$ cat config.mk
export PLATFORM = sky130hd
export DESIGN_NAME = jk_bank_sequencer
export DESIGN_NICKNAME = d
export VERILOG_FILES = /design/src/rtl/jk_bank_sequencer.sv
export SDC_FILE = /design/constraint.sdc
export NUM_CORES = 1
export LEC_CHECK = 0
export BUFFER_PORTS_ARGS = -buffer_cell sky130_fd_sc_hd__buf_2
export CAP_MARGIN = 20
export CORE_MARGIN = 4
export CORE_UTILIZATION = 30
export DETAILED_ROUTE_END_ITERATION = 8
export HOLD_SLACK_MARGIN = 0.02
export SYNTH_ARGS = -nofsm -noshare
export SYNTH_HDL_FRONTEND = slang
export SYNTH_SLANG_ARGS = --single-unit
$ cat constraint.sdc
create_clock -name clock -period 2 [get_ports clock]
set_clock_uncertainty 0.2 [all_clocks]
set_input_delay 0.3 -clock clock [delete_from_list [all_inputs] [get_ports clock]]
set_output_delay 0.3 -clock clock [all_outputs]
set_load 0.01 [all_outputs]
$ cat src/rtl/jk_bank_sequencer.sv
// jk_bank_sequencer
// Command-driven controller for a bank of WIDTH JK flip-flops. Each accepted
// command applies one of hold/reset/set/toggle to a masked set of bank bits
// for a programmed number of iterations, checking the bank's Q feedback after
// every iteration. Completion, mismatch and abort are reported on one-cycle
// outputs; an abort clears the bank through its synchronous reset.
//
// Handshake: a command transfers on a rising clock edge where cmd_valid and
// cmd_ready are both high. cmd_ready is high exactly when the controller is
// idle and never depends on cmd_valid. A requester may hold cmd_valid (with
// stable payload) for any number of cycles; nothing happens until the edge
// where cmd_ready is also high.
module jk_bank_sequencer #(
   parameter int WIDTH = 4,
   parameter int CNT_W = 4
) (
   input  logic             clock,
   input  logic             rst,
   input  logic             cmd_valid,
   output logic             cmd_ready,
   input  logic [1:0]       cmd_op,
   input  logic [WIDTH-1:0] cmd_mask,
   input  logic [CNT_W-1:0] cmd_count,
   input  logic             abort,
   input  logic [WIDTH-1:0] q_in,
   output logic [WIDTH-1:0] j,
   output logic [WIDTH-1:0] k,
   output logic             bank_rst,
   output logic             busy,
   output logic             done,
   output logic             err,
   output logic [WIDTH-1:0] q_snapshot,
   output logic [2:0]       state_dbg
);

   typedef enum logic [2:0] {
      IDLE  = 3'd0,
      APPLY = 3'd1,
      CHECK = 3'd2,
      DONE  = 3'd3,
      ABORT = 3'd4
   } state_t;

   state_t           state;
   logic [1:0]       op_r;
   logic [WIDTH-1:0] mask_r;
   logic [CNT_W-1:0] rem;
   logic             err_r;
   logic [WIDTH-1:0] exp_r;
   logic [WIDTH-1:0] exp_next;

   localparam logic [CNT_W-1:0] CNT_ONE = {{(CNT_W-1){1'b0}}, 1'b1};

   // Predicted bank value after one APPLY: masked bits follow the op, the rest keep q_in.
   always_comb begin
      exp_next = q_in;
      case (op_r)
         2'b00:   exp_next = q_in;
         2'b01:   exp_next = q_in & ~mask_r;
         2'b10:   exp_next = q_in | mask_r;
         default: exp_next = q_in ^ mask_r;
      endcase
   end

   // Sequencing FSM: command capture, apply/check iterations, completion and abort.
   always_ff @(posedge clock or posedge rst) begin
      if (rst) begin
         state      <= IDLE;
         op_r       <= 2'b00;
         mask_r     <= '0;
         rem        <= '0;
         err_r      <= 1'b0;
         exp_r      <= '0;
         q_snapshot <= '0;
      end else begin
         case (state)
            IDLE: begin
               if (cmd_valid) begin
                  op_r   <= cmd_op;
                  mask_r <= cmd_mask;
                  rem    <= cmd_count;
                  state  <= (cmd_count == '0) ? DONE : APPLY;
               end
            end
            APPLY: begin
               if (abort) begin
                  state <= ABORT;
               end else begin
                  exp_r <= exp_next;
                  rem   <= rem - CNT_ONE;
                  state <= CHECK;
               end
            end
            CHECK: begin
               if (abort) begin
                  state <= ABORT;
               end else if (q_in != exp_r) begin
                  // A mismatch ends the command; remaining iterations are skipped.
                  err_r <= 1'b1;
                  state <= DONE;
               end else if (rem != '0) begin
                  state <= APPLY;
               end else begin
                  state <= DONE;
               end
            end
            DONE: begin
               q_snapshot <= q_in;
               err_r      <= 1'b0;
               state      <= IDLE;
            end
            ABORT: begin
               state <= IDLE;
            end
            default: begin
               state <= IDLE;
            end
         endcase
      end
   end

   // Bank drive and status pulses, decoded only from registered state and command.
   always_comb begin
      j        = '0;
      k        = '0;
      bank_rst = 1'b0;
      done     = 1'b0;
      err      = 1'b0;
      case (state)
         APPLY: begin
            j = mask_r & {WIDTH{op_r[1]}};
            k = mask_r & {WIDTH{op_r[0]}};
         end
         DONE: begin
            done = 1'b1;
            err  = err_r;
         end
         ABORT: begin
            bank_rst = 1'b1;
         end
         default: begin
            j = '0;
         end
      endcase
   end

   assign cmd_ready = (state == IDLE);
   assign busy      = (state != IDLE);
   assign state_dbg = state;

endmodule

==> metrics.txt <==
Post-Syn Nets 170; vias in the first global route around 1200; PortBufs 37; CTS sink count 22; register area share after synthesis 0.398; Worst Hold Class in2reg; CP Max Fanout 10; core area 0.00441 mm^2; PD cells 1440 mW/mm^2; largest area contributor in the netlist dfrtp_1; Layout Nets around 220; Placement Rows 24; via count between 1000 and 1500; top cells by area, synth dfrtp_1 (40%), ha_1 (9.0%), mux4_2 (6.5%); gp weighted congestion 0.712; Avg Vias per Cell between 4 and 5; met2 Usage GRT 0.188; syn_area_per_cell 9.75 um^2; endpoints failing setup 0; Initial Util 0.313; CTS Buf Count 3; Final WS setup 0.0915 ns; Slew Limit Headroom 0.732; largest net degree at the start of global routing 23; period utilization 0.954; post-layout min period 1.91 ns; Die Ht 75.9 um; Root Driver clkbuf_8; H-tree Lvls 1; Setup Crit Path Kind reg2out; worst path required time ~1.5 ns; actual slew at the worst max-slew pin 0.400 ns; Post-DRT Antenna Nets 0; Initial DRT Pass Iterations 4; pre-CTS setup slack 0.148 ns; cell count after synthesis 142; total wire length 3340 um; Hold Crit Depth 3; Crit. End Element output pin; area share of the largest cell type after synthesis 0.398; CTS tree built; initial antenna violation count 0; GR Util met3 0.0367; area delta synth->final 30.9%; clock latency on the worst-skew pair 0.27 ns; 1st-iter DRT viols 35; wire length of the first global-routing pass 5460 um; R2R cell count 5; Longest Clk Path Bufs 2; Post-synth ARST share 1.00; aggregate global-route resource usage 0.115; Yosys warnings 0; outcome finished clean; endpoints failing hold 0; Die ar. 0.00576 mm^2; critical path data arrival time 1.41 ns; die width 75.9 um; RSZ-0062 raised after global routing no; DRC Markers 0; FF+latch count, synth 22; Post-synth EDFFs 0; total power 2.62 mW; Hold WS 0.0259 ns; GR Util met1 0.152; global route hottest layer met2; total gr overflow 0; routed length per instance 13.6 um; crit path launch type flop; Synth Flop Type dfrtp_1; Synth Cell Area 0.00138 mm^2; VDD IR max 0.000702 V; synth unique cells 31; fmax between 500 and 600 MHz; Top-Level Pins 38; Max Cap Violations 0; diode count 0; final count of pins violating max slew 0; CTS clk-pin slew, worst paths approximately 0.09 ns; share of layout cells above drive strength 1 0.392; Pleak ~0.95 nW; Final TNS setup 0 ns; post-DP HPWL roughly 2500 um
[per-layer routing]
| layer | vias up | routed length [um] |
|---|---|---|
| met4 | 0 | 10 |
| met2 | 34 | 1620 |
| met1 | 560 | 1530 |
| met5 | - | 0 |
| met3 | 2 | 179 |
| li1 | 590 | - |
[power breakdown]
part | switching (mW) | internal [mW] | leakage [nW] | total [mW]
clock | 0.155 | 0.268 | 0.0357 | 0.422
combinational | 0.640 | 0.688 | 0.649 | 1.33
sequential | 0.196 | 0.671 | 0.262 | 0.867
[cells in the final DEF (no fill, tap or decap), types with 2 or more instances in the layout]
cell type   n
buf_2      38
dfrtp_1    19
inv_1      18
nand2_1    17
buf_4      17
o21ai_0    13
ha_1       10
and3_1      9
xnor2_1     5
nor2_1      5
mux4_2      4
mux2_2      4
a21oi_1     4
nor3_1      4
clkbuf_8    3
dfrtp_2     3
nor3b_1     2
o22ai_1     2
nand2b_1    2
o221a_2     2
[layout make-up]
type / instances / area [um^2]
Fill cell: 450 / 2600
Inverter: 18 / 67.6
Tap cell: 52 / 65.1
Multi-Input combinational cell: 94 / 726
Sequential cell: 22 / 554
Timing Repair Buffer: 56 / 328
Clock buffer: 3 / 41.3
Clock inverter: 1 / 30.0
[flip-flops by register name, indices dropped and copies added (netlist names)]
signal and flops:
op_r 2, err_r 1, exp_r 4, rem 4, state_dbg 3, mask_r 4
q_snapshot 4
[synth_stat cells (4+ instances only)]
cell type and n:
dfrtp_1 22, nor3_1 4, clkbuf_1 4, a21oi_1 4, o21ai_0 13, nand2_1 17, xnor2_1 5, ha_1 10
inv_1 18, mux2_2 4, mux4_2 4, nor2_1 5, and3_1 9
[worst max-delay path, stage by stage (launching register included)]
cell     delay, ns
dfrtp_2       0.45
nor3b_1       0.21
buf_4         0.19
and3_1        0.17
buf_2         0.13
[final timing paths]
check | startpoint | endpoint | slack [ns]
setup / recovery | state_dbg[2] | j[2] | 0.09
min in group asynchronous | rst | rem[0] | 0.41
setup reg to reg | state_dbg[0] | rem[3] | 0.19
max in group asynchronous | rst | state_dbg[2] | 0.96
hold / removal | cmd_op[1] | op_r[1] | 0.03
hold reg to reg | q_snapshot[2] | q_snapshot[2] | 0.28
[metrics by stage]
step,cells,instance area [um^2],util
2_1_floorplan,142,1380,-
3_3_place_gp,232,1660,0.376
3_5_place_dp,232,1660,0.376
4_1_cts,237,1740,0.395
5_1_grt,246,1810,0.410
6_report,246,1810,0.410
[timing repair]
action / in CTS / in global routing
hold endpoints to repair: 22 / 0
setup endpoints to repair: 8 / 8
hold buffers: 1 / 0
setup buffers: 0 / 9
resized for setup: 2 / 2
[cell families (layout without fill, tap and decap cells)]
| group | Yosys count | count (layout) | share of synthesized area |
|---|---|---|---|
| buffers and inverters | 26 | 78 | 0.0805 |
| adder cells (fa/ha/maj) | 10 | 10 | 0.0904 |
| AND/OR/NAND/NOR | 46 | 46 | 0.191 |
| flip-flops | 22 | 22 | 0.398 |
| AO/OA/AOI/OAI | 24 | 24 | 0.104 |
| XOR/XNOR | 5 | 5 | 0.0316 |
| multiplexers | 9 | 9 | 0.105 |
Power figures use the tool's default switching activity.
